===== config.mk =====
export PLATFORM = sky130hd
export DESIGN_NAME = router_pkt_tx
export DESIGN_NICKNAME = d
export VERILOG_FILES = /design/src/rtl/router_pkt_pkg.sv /design/src/rtl/router_pkt_tx_buf.sv /design/src/rtl/router_pkt_tx.sv
export SDC_FILE = /design/constraint.sdc
export NUM_CORES = 1
export LEC_CHECK = 0
export CAP_MARGIN = 20
export CORE_ASPECT_RATIO = 1.75
export CORE_MARGIN = 4
export CORE_UTILIZATION = 56
export DETAILED_ROUTE_END_ITERATION = 6
export GPL_TIMING_DRIVEN = 1
export PLACE_DENSITY_LB_ADDON = 0.2
export SYNTH_ARGS = -nofsm -noshare
export SYNTH_HDL_FRONTEND = slang
export SYNTH_SLANG_ARGS = --single-unit

===== constraint.sdc =====
create_clock -name clk -period 2.2 [get_ports clk]
set_input_delay 0.44 -clock clk [delete_from_list [all_inputs] [get_ports clk]]
set_output_delay 0.44 -clock clk [all_outputs]
set_load 0.1 [all_outputs]

===== src/rtl/router_pkt_pkg.sv =====
// Shared types, constants and the header packing helper for the router packet source.
package router_pkt_pkg;

    typedef enum logic [2:0] {
        IDLE,
        LOAD,
        HDR,
        PLD,
        PAR,
        GAP
    } state_t;

    localparam int MAX_LEN   = 63;
    localparam int BUF_DEPTH = MAX_LEN + 1;

    localparam logic [1:0] ADDR_INVALID = 2'b11;

    // The router expects the length in the upper six bits and the port in the lower two.
    function automatic logic [7:0] packHeader(input logic [5:0] len, input logic [1:0] addr);
        return {len, addr};
    endfunction

endpackage


===== src/rtl/router_pkt_tx_buf.sv =====
// Payload store: one byte per slot, written by the host side and read by index on the transmit side.
module router_pkt_tx_buf
    import router_pkt_pkg::*;
(
    input  logic       clk,
    input  logic       i_wr_en,
    input  logic [5:0] i_wr_idx,
    input  logic [7:0] i_wr_data,
    input  logic [5:0] i_rd_idx,
    output logic [7:0] o_rd_data
);

    logic [7:0] r_mem [0:BUF_DEPTH-1];

    // Capture one payload byte per accepted host beat; contents need no reset since reads only follow writes.
    always_ff @(posedge clk) begin
        if (i_wr_en) begin
            r_mem[i_wr_idx] <= i_wr_data;
        end
    end

    assign o_rd_data = r_mem[i_rd_idx];

endmodule


===== src/rtl/router_pkt_tx.sv =====
// Packet source for the router input: buffers a whole payload, then sends header, payload and parity.
module router_pkt_tx
    import router_pkt_pkg::*;
#(
    parameter int IFG = 3
) (
    input  logic        clk,
    input  logic        rst,
    input  logic        cmd_valid,
    output logic        cmd_ready,
    input  logic [1:0]  cmd_addr,
    input  logic [5:0]  cmd_len,
    input  logic        pl_valid,
    output logic        pl_ready,
    input  logic [7:0]  pl_data,
    input  logic        busy,
    input  logic        err,
    output logic        pkt_valid,
    output logic [7:0]  data_out,
    output logic        tx_done,
    output logic        cmd_err,
    output logic        err_seen,
    output logic [15:0] pkt_cnt
);

    state_t      r_state;
    state_t      w_next;
    logic [1:0]  r_addr;
    logic [5:0]  r_len;
    logic [5:0]  r_wr_idx;
    logic [5:0]  r_rd_idx;
    logic [7:0]  r_parity;
    logic [3:0]  r_gap;
    logic        r_tx_done;
    logic        r_cmd_err;
    logic        r_err_seen;
    logic [15:0] r_pkt_cnt;

    logic        w_cmd_legal;
    logic        w_cmd_accept;
    logic        w_cmd_reject;
    logic        w_pl_accept;
    logic        w_last_load;
    logic        w_pld_adv;
    logic        w_last_pld;
    logic        w_par_accept;
    logic [7:0]  w_header;
    logic [7:0]  w_rd_data;
    logic        w_pkt_valid;
    logic [7:0]  w_data_out;
    logic        w_cmd_ready;
    logic        w_pl_ready;

    assign w_cmd_legal  = (cmd_addr != ADDR_INVALID) && (cmd_len != 6'd0);
    assign w_cmd_accept = (r_state == IDLE) && cmd_valid && w_cmd_legal;
    assign w_cmd_reject = (r_state == IDLE) && cmd_valid && !w_cmd_legal;
    assign w_pl_accept  = (r_state == LOAD) && pl_valid;
    assign w_last_load  = w_pl_accept && (r_wr_idx == r_len - 6'd1);
    assign w_pld_adv    = (r_state == PLD) && !busy;
    assign w_last_pld   = w_pld_adv && (r_rd_idx == r_len - 6'd1);
    assign w_par_accept = (r_state == PAR) && !busy;
    assign w_header     = packHeader(r_len, r_addr);

    router_pkt_tx_buf u_buf (
        .clk       (clk),
        .i_wr_en   (w_pl_accept),
        .i_wr_idx  (r_wr_idx),
        .i_wr_data (pl_data),
        .i_rd_idx  (r_rd_idx),
        .o_rd_data (w_rd_data)
    );

    // State register; reset returns to IDLE at once so pkt_valid falls without waiting for a clock.
    always_ff @(posedge clk or posedge rst) begin
        if (rst) begin
            r_state <= IDLE;
        end else begin
            r_state <= w_next;
        end
    end

    // Next-state and router-facing outputs; outputs come from state and indices only, never from busy.
    always_comb begin
        w_next      = r_state;
        w_pkt_valid = 1'b0;
        w_data_out  = 8'h00;
        w_cmd_ready = 1'b0;
        w_pl_ready  = 1'b0;
        case (r_state)
            IDLE: begin
                w_cmd_ready = 1'b1;
                if (w_cmd_accept) begin
                    w_next = LOAD;
                end
            end
            LOAD: begin
                w_pl_ready = 1'b1;
                if (w_last_load) begin
                    w_next = HDR;
                end
            end
            HDR: begin
                w_pkt_valid = 1'b1;
                w_data_out  = w_header;
                if (!busy) begin
                    w_next = PLD;
                end
            end
            PLD: begin
                w_pkt_valid = 1'b1;
                w_data_out  = w_rd_data;
                if (w_last_pld) begin
                    w_next = PAR;
                end
            end
            PAR: begin
                w_data_out = r_parity;
                if (!busy) begin
                    w_next = GAP;
                end
            end
            GAP: begin
                if (r_gap <= 4'd1) begin
                    w_next = IDLE;
                end
            end
            default: begin
                w_next = IDLE;
            end
        endcase
    end

    // Datapath: command latch, write/read indices, running parity, gap timer, status pulses and counters.
    always_ff @(posedge clk or posedge rst) begin
        if (rst) begin
            r_addr     <= 2'd0;
            r_len      <= 6'd0;
            r_wr_idx   <= 6'd0;
            r_rd_idx   <= 6'd0;
            r_parity   <= 8'h00;
            r_gap      <= 4'd0;
            r_tx_done  <= 1'b0;
            r_cmd_err  <= 1'b0;
            r_err_seen <= 1'b0;
            r_pkt_cnt  <= 16'd0;
        end else begin
            r_tx_done <= w_par_accept;
            r_cmd_err <= w_cmd_reject;
            if (w_cmd_accept) begin
                r_addr     <= cmd_addr;
                r_len      <= cmd_len;
                r_parity   <= packHeader(cmd_len, cmd_addr);
                r_wr_idx   <= 6'd0;
                r_rd_idx   <= 6'd0;
                r_err_seen <= 1'b0;
            end
            if (w_pl_accept) begin
                r_parity <= r_parity ^ pl_data;
                r_wr_idx <= r_wr_idx + 6'd1;
                if (w_last_load) begin
                    r_rd_idx <= 6'd0;
                end
            end
            if (w_pld_adv) begin
                r_rd_idx <= r_rd_idx + 6'd1;
            end
            if (w_par_accept) begin
                r_pkt_cnt <= r_pkt_cnt + 16'd1;
                r_gap     <= 4'(IFG);
            end
            if (r_state == GAP) begin
                r_gap <= r_gap - 4'd1;
            end
            if (((r_state == PAR) || (r_state == GAP)) && err) begin
                r_err_seen <= 1'b1;
            end
        end
    end

    assign pkt_valid = w_pkt_valid;
    assign data_out  = w_data_out;
    assign cmd_ready = w_cmd_ready;
    assign pl_ready  = w_pl_ready;
    assign tx_done   = r_tx_done;
    assign cmd_err   = r_cmd_err;
    assign err_seen  = r_err_seen;
    assign pkt_cnt   = r_pkt_cnt;

endmodule


* Word level (Yosys, flattened, before mapping) *
Memory sizes are Yosys's and may differ from the RTL's.
Cells that the tools add are included.

storage, ports and cells
  memories kept = 1
  output and inout bits = 30
  bits in registers = 54
  word-level logic and storage cells = 78
  bits of input ports = 22
  memory bits (writable) = 512

cells by class
  $lt $le $gt $ge = 1
  $add $sub $neg = 5
  equality and inequality tests = 14
  muxes and demuxes = 25
  bitwise logic cells = 1
  reduce and logical (&&, ||, !) cells = 20

memory list
  memory       words  bits a word  read ports  clocked after memory_dff  write ports  RTL line                 RTL
  u_buf.r_mem  64     8            1           0                         1            router_pkt_tx_buf.sv:13  logic [7:0] r_mem [0:BUF_DEPTH-1];

operator list
  kind                   count
  $mux 6                 6
  $pmux 8 s3             1
  $mux 3                 6
  $pmux 3 s6             1
  $add 16x1->16 const B  1
  $mux 8                 2
  $ne 2x2->1 const B     7
  $add 6x1->6 const B    2
  $eq 6x6->1             2
  $logic_and 1x1->1      10
  $mux 4                 2
  $xor 8x8->8            1
  $mux 1                 7
  $eq 3x2->1 const B     2
  $eq 3x3->1 const B     2
  $reduce_and 6->1       1
  $reduce_bool 2->1      3
  $reduce_bool 6->1      1
  $sub 6x1->6 const B    1
  $le 4x1->1 const B     1
  $sub 4x1->4 const B    1
  $eq 3x1->1 const B     1
  $logic_not 3->1        1
  $logic_not 1->1        2
  2 further kinds        2

* Depth between registers and ports, before layout *
Gate-level depths: netlist (run 1).

  depth in word-level cells = 7
  gate-level depth with buffers = 9
  mapped depth without buffers = 7

* Cells and area by module *
A second synthesis (run 1) with hierarchy kept.

unflattened totals
  cell total of the unflattened synthesis = 1252
  area total of the unflattened synthesis = 22999.6 µm²

by module, submodules not included
  module             seq. area each (µm²)  cells each  instances  area an instance (µm²)
  router_pkt_tx_buf  15374.7               932         1          20006.7
  router_pkt_tx      1351.3                320         1          2992.9

* Worst setup path before layout (run 1) *
OpenSTA, ideal clock, no wires.

  kind = reg-to-reg
  from = register r_state[2]
  to = memory u_buf.r_mem[62][0], enable pin
  arrival time = 4.066 ns
  library setup time = 0.370 ns
  required time = 1.830 ns
  setup slack = -2.236 ns
  period minus slack after synthesis = 4.436 ns
  stages on the path, launching flop included = 7
  path buffers = 2
  path through = dfrtp_1 -> clkbuf_1 -> nor3b_1 -> nand2_1 -> clkbuf_1 -> or2_2 -> nor2_1

between the ends
  longest elaborated chain between the ends = 4

RTL lines
  what                          RTL line                 RTL
  start, declared               router_pkt_tx.sv:26      state_t r_state;
  start signal, assigned        router_pkt_tx.sv:78      r_state <= w_next;
  $eq 3x1->1                    router_pkt_tx.sv:57      assign w_pl_accept = (r_state == LOAD) && pl_valid;
  $logic_and 1x1->1             router_pkt_tx.sv:57
  $mux 1                        router_pkt_tx_buf.sv:17  if (i_wr_en) begin
  $mux 1 (not written as such)  router_pkt_tx_buf.sv:18  r_mem[i_wr_idx] <= i_wr_data;
  end, declared                 router_pkt_tx_buf.sv:13

Every way passes these cells.

* Worst setup path in the final report (run 1) *
  from = register r_rd_idx[0]
  to = output data_out[6]

between the ends
  longest elaborated chain between the ends = 2

RTL lines
  what                    RTL line              RTL
  start, declared         router_pkt_tx.sv:31   logic [5:0] r_rd_idx;
  start signal, assigned  router_pkt_tx.sv:165  r_rd_idx <= r_rd_idx + 6'd1;
  $mem_v2 64x8            n/a
  $pmux 8 s3              router_pkt_tx.sv:89   case (r_state)
  end, declared           router_pkt_tx.sv:19   output logic [7:0] data_out,

Every way passes these cells.

==> results of run 1 <==
power by group through the flow:
| stage | Sequential, mW | Clock, mW | Combinational, mW |
|---|---|---|---|
| after global routing | 12.5 | 9.12 | 14.5 |
| after floorplan | 12.6 | 0 | 7.73 |
| after global placement | 12.7 | 0 | 13.0 |
| after CTS | 12.5 | 8.64 | 13.8 |
| after detailed placement | 12.7 | 0 | 13.1 |
| final | 12.5 | 8.58 | 14.0 |
sequential cells by signal, indices dropped and copies added, names as in the netlist:
name and cells:
r_gap 4, r_parity 8, r_wr_idx 6, u_buf.r_mem 512, cmd_err 1, pkt_cnt 16, r_len 6, tx_done 1
err_seen 1, r_addr 2, r_state 3, r_rd_idx 6
cell usage in the layout (no fill, tap or decap), types with 22 or more instances in the layout:
cell type and n:
buf_12 55, nand3_1 23, o221ai_1 22, nor2_1 31
mux2i_1 62, edfxtp_1 512, xnor2_1 23, dfrtp_1 51
mux4_2 90, nand2_1 53, clkbuf_16 51, buf_4 223
nor2_4 51
how the worst min path moves through the flow:
stage                     start                  to  slack (ns)  cells after the start
floorplan             r_addr[0]           r_addr[0]        0.46                      2
global route         pl_data[7]  u_buf.r_mem[18][7]        0.28                      1
CTS                         rst          pkt_cnt[5]        0.24                      3
global placement    pkt_cnt[15]         pkt_cnt[15]        0.46                      1
finish                      rst          pkt_cnt[5]        0.25                      3
detailed placement  pkt_cnt[15]         pkt_cnt[15]        0.46                      1
what timing repair did:
item	CTS	global route
setup endpoints to repair	14	89
pin swaps	17	23
buffers inserted	18	18
gates cloned	3	1
resized for setup	33	18
layer usage:
| metal | vias up | global-route usage [%] | wire length [um] |
|---|---|---|---|
| li1 | 5654 | - | - |
| met1 | 6737 | 31.69 | 20540 |
| met2 | 543 | 50.58 | 32660 |
| met3 | 150 | 2.988 | 3069 |
| met4 | 0 | 13.19 | 3564 |
| met5 | - | 0 | 0 |
cell families after synthesis:
logic type                 after synthesis  synth area share (%)
DFF                                    566                 72.89
and+or+nand+nor                        231                 4.820
muxes                                  177                 13.20
AOI/OAI and AO/OA                      154                 5.141
buffers and inverters                   83                 2.246
xor gates and xnor gates                33                 1.379
adders and majority gates                6                0.3271
critical path: cells and delay by family, from the launching register on:
kind / cells / cell delay [ns]
buf+inv: 4 / 0.67
compound gates: 3 / 0.92
mux: 1 / 0.50
flops: 1 / 0.58
layout make-up:
type | count | area (um^2) | area share, %
Clock inverter | 32 | 304.0 | 1.064
Sequential cell | 566 | 16730 | 58.56
Clock buffer | 56 | 1274 | 4.457
Multi-Input combinational cell | 601 | 6336 | 22.17
Timing Repair Buffer | 319 | 3208 | 11.23
Tap cell | 544 | 680.7 | 2.382
Inverter | 11 | 41.29 | 0.1445
==> results.tsv, run 1 <==
metric	value	unit
Synth Register Bits	566	
hold buffer count at CTS	0	
Max clock buf depth	3	
Total Routing Usage GR	27.31	%
largest net degree at the start of global routing	55	
worst slew pin tran	0.6677	ns
post-route ant nets	0	
insertion delay of the later-clocked pin in the worst-skew pair	0.58	ns
area leader, netlist	edfxtp_1	
post-layout util	70.93	%
FP Rows	97	
fin crit share	168.2	%
Netlist cell types	64	
dpl cells	2005	
Vias/cell	6.146	
Sequential Power Share	35.7	%
final wirelength	59840	um
Critical Path Start	r_rd_idx[0]	
count leader, synth	edfxtp_1	
final hold vios	0	
Crit-path slowest cell	dfrtp_4	
Core Area	0.04029	mm^2
PwrDens	1227	mW/mm^2
H-tree levels	2	
startpoint types	flip-flop	
DP Area	0.02643	mm^2
asr flop ratio synth	9.541	%
Achievable Freq	270.2	MHz
Post-Syn Area	0.02295	mm^2
share of the synthesized area in the top cell type	67.00	%
CP cell instances	buf_12 -> buf_12 -> mux4_2 -> a211o_1 -> o211ai_1 -> o211ai_1 -> buf_4 -> buf_12	
GP Congestion	0.9703	
leak pwr	9.884	nW
PortBufs	51	
Setup crit end	data_out[6]	
fin cells	2129	
critical setup path kind	flip-flop to output port	
# DRC	0	
switching share of power	33.55	%
DR WL/cell	28.11	um
final worst setup slack	-1.501	ns
Num CTS Buffers	48	
Layout area overhead	24.54	%
full die area	0.04441	mm^2
drt initial violations	1171	
Power Total	35.07	mW
R2R setup slack	0.01	ns
Seq/Total Area, Yosys	72.89	%
first-pass GRT wire length	88290	um
R2R Path Start	r_state[2]	
status	complete, but fails checks	
diode count	0	
CP dominant cell by count	buf_12	
R2R cell count	7	
Critical Path RT	1.76	ns
Fillers	2515	
worst r2r dst	u_buf.r_mem[42][5]	
vias in the first global route	13470	
VDD IR max	0.9086	mV
share of cells above drive strength 1	37.03	%
antenna violations before repair	0	
Critical Path Sink Type	output port	
io pins	52	
CTS sink cnt	566	
critical path arrival	3.26	ns
worst slack, placed	-0.9378	ns
syn nets	1278	
worst clock skew	0.02248	ns
Comb power frac	39.8	%
Pins Over Slew Limit	0	
Final nets	1575	
violated checks	setup timing	
total number of vias	13080	
synth top area cells	edfxtp_1, mux4_2, dfrtp_1	
Syn. warnings	0	
fin area	0.02858	mm^2
max incr delay on CP	0.58	ns
clock share of power	24.5	%
Clk pin slew, worst setup/hold paths	0.07	ns
# setup viols final	9	
Hold Slack	0.2492	ns
hpwl dp	42080	um
maximum fanout along the worst path	7	
Initial Utilization	56.95	%
Rel. slew slack	55.49	%
root buffer cell	clkbuf_16	
Cells after Synth	1250	
Die Ht	275.8	um
number of synthesized flops with an enable pin	512	
CTS tree	done	
Die W	161.0	um
setup tns final	-11.30	ns
worst hold path class	input pin to asynchronous set/reset pin	
RSZ-0062 raised after global routing	true	
Syn Area/Cell	18.36	um^2
Sw Pwr	11.77	mW
internal power	23.31	mW
maxcap violations	0	
fin crit period	3.701	ns
DRT Pass-1 Iters	5	
top cells by instance count after synthesis	edfxtp_1, nor2_1, mux4_2	
grt total ovfl	0	
Post-synth top flop	edfxtp_1	
(Power assumes the default switching activity.)
==> run 2, diff against run 1 <==
--- a/config.mk
+++ b/config.mk
@@ -8,7 +8,7 @@
 export CAP_MARGIN = 20
 export CORE_ASPECT_RATIO = 1.75
 export CORE_MARGIN = 4
-export CORE_UTILIZATION = 56
+export CORE_UTILIZATION = 57
 export DETAILED_ROUTE_END_ITERATION = 6
 export GPL_TIMING_DRIVEN = 1
 export PLACE_DENSITY_LB_ADDON = 0.2
==> constraint.sdc (replaced) <==
create_clock -name clk -period 3.9 [get_ports clk]
set_input_delay 0.78 -clock clk [delete_from_list [all_inputs] [get_ports clk]]
set_output_delay 0.78 -clock clk [all_outputs]
set_load 0.1 [all_outputs]
==> run 2 against run 1 <==
The run still ends with setup timing left; register-to-register slack improved by 0.84 ns; clock power decreased by 44%; hold slack improved by 0.21 ns; sequential share of layout area increased by 4.6 points; sequential cell count unchanged; global-route usage decreased by 1.4 points; routed wire length decreased by 5.2%; final area decreased by 7.3%; total power decreased by 48%; largest cell class unchanged.
==> results.tsv, run 2 (synthesis results as in run 1) <==
metric	value	unit	change
drt initial violations	1567		+34%
fin crit period	3.933	ns	
Hold Slack	0.4620	ns	+0.2128 ns
hold wc startpoint	pkt_cnt[15]		
largest net degree at the start of global routing	49		-11%
Fillers	2595		+3.2%
R2R Path Start	r_state[0]		
Achievable Freq	254.3	MHz	
status	complete, but fails checks		
worst hold path class	flip-flop to flip-flop		
post-route ant nets	0		unchanged
final hold vios	0		unchanged
DRT Pass-1 Iters	5		unchanged
PortBufs	51		unchanged
io pins	52		unchanged
commonest non-fill, non-tap cell in the layout	edfxtp_1		
dpl cells	1835		-8.5%
R2R setup slack	0.85	ns	+0.84 ns
fin cells	1942		-8.8%
worst r2r dst	u_buf.r_mem[10][7]		
H-tree levels	2		unchanged
Hold Crit Endpoint	pkt_cnt[15]		
maximum fanout along the worst path	5		-2
post-layout util	66.37	%	-4.6 points
Critical Path RT	3.12	ns	+1.36 ns
vias in the first global route	12910		-4.2%
R2R cell count	4		-3
Critical Path Sink Type	output port		
hold buffer count at CTS	0		unchanged
Layout area overhead	15.48	%	
# setup viols final	3		-6
CTS tree	done		
Max clock buf depth	3		unchanged
Initial Utilization	57.47	%	+0.52 points
antenna violations before repair	0		unchanged
Vias/cell	6.504		+5.8%
maxcap violations	0		unchanged
worst slew pin tran	1.072	ns	+0.4043 ns
commonest non-fill, non-tap cells in the layout	edfxtp_1, buf_4, mux4_2		
share of cells above drive strength 1	24.74	%	-12 points
Pins Over Slew Limit	0		unchanged
Die Ht	273.4	um	-0.85%
Num CTS Buffers	48		unchanged
root buffer cell	clkbuf_16		
violated checks	setup timing		
FP Rows	97		unchanged
first-pass GRT wire length	83680	um	-5.2%
final worst setup slack	-0.03309	ns	+1.468 ns
DR WL/cell	29.20	um	+3.9%
worst slack, placed	0.3345	ns	+1.272 ns
Total Routing Usage GR	25.94	%	-1.4 points
Largest register FFs	512		unchanged
Final nets	1438		-8.7%
worst clock skew	0.01688	ns	-0.005600 ns
hpwl dp	37490	um	-11%
critical setup path kind	flip-flop to output port		
Core Area	0.03993	mm^2	-0.90%
diode count	0		unchanged
full die area	0.04366	mm^2	-1.7%
final wirelength	56700	um	-5.2%
leak pwr	9.026	nW	-8.7%
Clk pin slew, worst setup/hold paths	0.06	ns	about the same
Die W	159.7	um	-0.84%
RSZ-0062 raised after global routing	true		
startpoint types	flip-flop		
PwrDens	687.3	mW/mm^2	-44%
GP Congestion	0.9284		-4.3%
fin crit share	100.8	%	
grt total ovfl	0		unchanged
# DRC	0		unchanged
WHS Path Cells	1		
VDD IR max	0.4534	mV	-50%
Top reg by flops	u_buf.r_mem		
Rel. slew slack	28.53	%	-27 points
total number of vias	12630		-3.5%
insertion delay of the later-clocked pin in the worst-skew pair	0.57	ns	about the same
critical path arrival	3.15	ns	-0.11 ns
CTS sink cnt	566		unchanged
## run 2: changes by cell type in the layout (fill, tap and decap cells not counted), sizes merged
cell	change
buf	-161
clkdlybuf4s50	+19
clkbuf	+3
clkinv	-3
bufbuf	+2
bufinv	+1
clkinvlp	+1
## run 2: what timing repair did
item,CTS,global route
gates cloned,2,2
resized for setup,11,11
pin swaps,3,6
endpoints found under the setup margin,8,8
setup buffers,7,9
## run 2: metal layers
| metal | share of wire (%) | global-route usage (%) | routed length (um) | up-vias |
|---|---|---|---|---|
| met5 | 0 | 0 | 0 | - |
| met2 | 52 | 45.29 | 29640 | 643 |
| met1 | 35 | 31.65 | 19760 | 6474 |
| met4 | 5.9 | 13.94 | 3338 | 0 |
| met3 | 7.0 | 3.315 | 3968 | 146 |
| li1 | - | - | - | 5367 |
## run 2: how the worst max path moves through the flow
stage                      startpoint           to  cells after the start  slack, ns
after global placement    r_rd_idx[0]  data_out[6]                      6       0.35
after floorplan            r_state[1]  r_parity[1]                      6       0.12
final                     r_rd_idx[0]  data_out[6]                      9      -0.03
after global routing      r_rd_idx[0]  data_out[1]                      9       -0.1
after detailed placement  r_rd_idx[0]  data_out[6]                      6       0.33
after CTS                 r_rd_idx[0]  data_out[1]                      9      -0.05
## run 2: per-stage QoR
stage	TNS [ns]	instance area [um^2]	power [mW]
2_1_floorplan	0	22960	11.19
3_3_place_gp	0	24580	13.03
3_5_place_dp	0	24580	13.07
4_1_cts	-0.1168	26340	18.06
5_1_grt	-0.3097	26500	18.87
6_report	-0.08354	26500	18.21
## run 2: report_power, final
part | leakage [nW] | switching [mW] | internal (mW)
sequential | 5.30 | 0.295 | 6.81
clock | 0.754 | 2.11 | 2.67
combinational | 2.98 | 3.59 | 2.75
## run 2: area by class of cell
cell class | count | area [um^2] | share of cell area, %
Sequential cell | 566 | 16730 | 63.15
Clock buffer | 56 | 1231 | 4.646
Timing Repair Buffer | 182 | 1769 | 6.676
Clock inverter | 31 | 321.6 | 1.213
Inverter | 11 | 41.29 | 0.1558
Multi-Input combinational cell | 601 | 5784 | 21.83
Tap cell | 495 | 619.3 | 2.337
## run 2: critical path, stage by stage, from the launching register on
cell and delay [ns]:
dfrtp_4 0.51, buf_4 0.16, clkbuf_16 0.15, buf_4 0.15, mux4_1 0.44, a22o_1 0.24, a211oi_1 0.25, a211o_1 0.24
o211ai_1 0.19, clkbuf_16 0.26
==> run 3, diff against run 2 <==
--- a/config.mk
+++ b/config.mk
@@ -8,10 +8,11 @@
 export CAP_MARGIN = 20
 export CORE_ASPECT_RATIO = 1.75
 export CORE_MARGIN = 4
-export CORE_UTILIZATION = 57
+export CORE_UTILIZATION = 45
 export DETAILED_ROUTE_END_ITERATION = 6
 export GPL_TIMING_DRIVEN = 1
 export PLACE_DENSITY_LB_ADDON = 0.2
+export SLEW_MARGIN = 20
 export SYNTH_ARGS = -nofsm -noshare
 export SYNTH_HDL_FRONTEND = slang
 export SYNTH_SLANG_ARGS = --single-unit
==> run 3 against run 2 <==
The flow still finishes with violations (setup timing); die area is 26% higher; hold slack better by 0.014 ns; register-to-register slack better by 0.28 ns; via count is 1.6% lower; non-clock buffer count is 10 higher; routed wire length is 4.4% higher; clock skew hardly changed; global-route usage is 4.3 points lower; sequential cell count stayed put; worst setup slack worse by 0.0028 ns; critical endpoint is now data_out[5]; largest power group unchanged; highest routed layer unchanged.
==> results.tsv, run 3 (synthesis results as in run 1) <==
metric	value	unit	change
PwrDens	699.5	mW/mm^2	+1.8%
Initial Utilization	45.48	%	-12 points
Top reg by flops	u_buf.r_mem		
# DRC	0		unchanged
final worst setup slack	-0.03591	ns	-0.002824 ns
Core Area	0.05046	mm^2	+26%
maximum fanout along the worst path	8		+3
Rel. slew slack	31.63	%	+3.1 points
fin crit share	100.9	%	about the same
fin crit period	3.936	ns	+0.002824 ns
# setup viols final	6		+3
Largest register FFs	512		unchanged
vias in the first global route	12810		-0.77%
dpl cells	2017		+9.9%
hold wc startpoint	pkt_cnt[15]		
critical path arrival	3.16	ns	about the same
total number of vias	12430		-1.6%
drt initial violations	1102		-30%
status	complete, but fails checks		
CTS sink cnt	566		unchanged
hold buffer count at CTS	0		unchanged
R2R Path Start	r_state[0]		
Critical Path Sink Type	output port		
leak pwr	9.095	nW	+0.77%
commonest non-fill, non-tap cell in the layout	edfxtp_1		
Max clock buf depth	3		unchanged
GP Congestion	0.8723		-6.0%
Total Routing Usage GR	21.67	%	-4.3 points
H-tree levels	2		unchanged
Vias/cell	5.837		-10%
root buffer cell	clkbuf_16		
Die W	178.7	um	+12%
diode count	0		unchanged
worst slack, placed	0.1985	ns	-0.1360 ns
CTS tree	done		
Final nets	1450		+0.83%
fin cells	2129		+9.6%
DRT Pass-1 Iters	6		+1
commonest non-fill, non-tap cells in the layout	edfxtp_1, buf_4, mux4_2		
hpwl dp	40440	um	+7.8%
Layout area overhead	17.23	%	
share of cells above drive strength 1	25.77	%	+1.0 points
worst hold path class	flip-flop to flip-flop		
full die area	0.05482	mm^2	+26%
worst slew pin tran	1.022	ns	-0.04966 ns
maxcap violations	0		unchanged
Clk pin slew, worst setup/hold paths	0.06	ns	about the same
first-pass GRT wire length	86660	um	+3.6%
RSZ-0062 raised after global routing	true		
startpoint types	flip-flop		
insertion delay of the later-clocked pin in the worst-skew pair	0.58	ns	about the same
violated checks	setup timing		
FP Rows	109		+12%
final hold vios	0		unchanged
Critical Path RT	3.12	ns	about the same
antenna violations before repair	0		unchanged
largest net degree at the start of global routing	53		+8.2%
Pins Over Slew Limit	0		unchanged
worst clock skew	0.01706	ns	+0.0001788 ns
io pins	52		unchanged
PortBufs	51		unchanged
Num CTS Buffers	50		+4.2%
Fillers	4026		+55%
grt total ovfl	0		unchanged
post-route ant nets	0		unchanged
Critical Path Start	r_rd_idx[0]		
Achievable Freq	254.1	MHz	about the same
VDD IR max	0.9061	mV	+100%
Die Ht	306.7	um	+12%
DR WL/cell	27.79	um	-4.8%
critical setup path kind	flip-flop to output port		
final wirelength	59170	um	+4.4%
[run 3: changes by cell type in the layout (fill, tap and decap cells not counted), sizes merged]
cell	delta
inv	-2
bufbuf	-1
clkinvlp	+1
clkbuf	+9
clkinv	-3
buf	+12
[run 3: final timing paths]
path | slack (ns) | endpoint | depth (start not counted)
max in group asynchronous | 2.56 | r_wr_idx[0] | 3
hold / removal | 0.48 | pkt_cnt[15] | 1
hold reg to reg | 0.48 | pkt_cnt[15] | 1
min in group asynchronous | 0.67 | pkt_cnt[1] | 2
setup / recovery | -0.04 | data_out[5] | 9
setup reg to reg | 1.13 | u_buf.r_mem[44][0] | 4
[run 3: what timing repair did]
item,CTS,global route
setup buffers,11,6
gates resized for setup,22,7
cloned,1,1
pin swaps,4,7
setup endpoints to repair,8,8
[run 3: critical path: stages (launching register included)]
cell and delay (ns):
dfrtp_4 0.51, buf_12 0.17, buf_16 0.15, buf_4 0.14
mux4_2 0.53, a211o_1 0.35, a31oi_2 0.27, o31ai_2 0.11
buf_4 0.17, buf_12 0.16
[run 3: cell type report]
class,count,area [um^2],share of cell area [%]
tap,666,833.3,3.097
clock inverter,27,297.8,1.107
inverter,11,41.29,0.1535
sequential,566,16730,62.20
multi-input combinational,601,5807,21.58
clock buffer,66,1385,5.148
timing repair buffer,192,1805,6.711
[run 3: power breakdown]
group / leakage (nW) / switching (mW) / internal (mW) / total (mW)
clock network: 0.809 / 2.17 / 2.91 / 5.07
registers: 5.30 / 0.288 / 6.81 / 7.10
logic: 2.99 / 3.81 / 2.84 / 6.64
[run 3: per-layer routing]
layer  part of all wire, %  vias to the layer above  global-route usage (%)
met4                   5.1                        0                   9.737
met3                   4.6                      123                   2.435
met5                     0                        -                       0
li1                      -                     5385                       -
met2                    55                      450                   40.25
met1                    35                     6470                   24.80
[run 3: stage by stage]
| step | hold WS (ns) | area [um^2] | util, % | total power, mW | setup TNS [ns] |
|---|---|---|---|---|---|
| floorplan | 0.4463 | 22960 | - | 11.19 | 0 |
| global placement | 0.4651 | 24910 | 49.36 | 13.42 | 0 |
| detailed placement | 0.4674 | 24910 | 49.36 | 13.45 | 0 |
| CTS | 0.4798 | 26800 | 53.10 | 18.83 | -0.2898 |
| global route | 0.4896 | 26900 | 53.32 | 19.47 | -0.5003 |
| finish | 0.4759 | 26900 | 53.32 | 18.82 | -0.1472 |
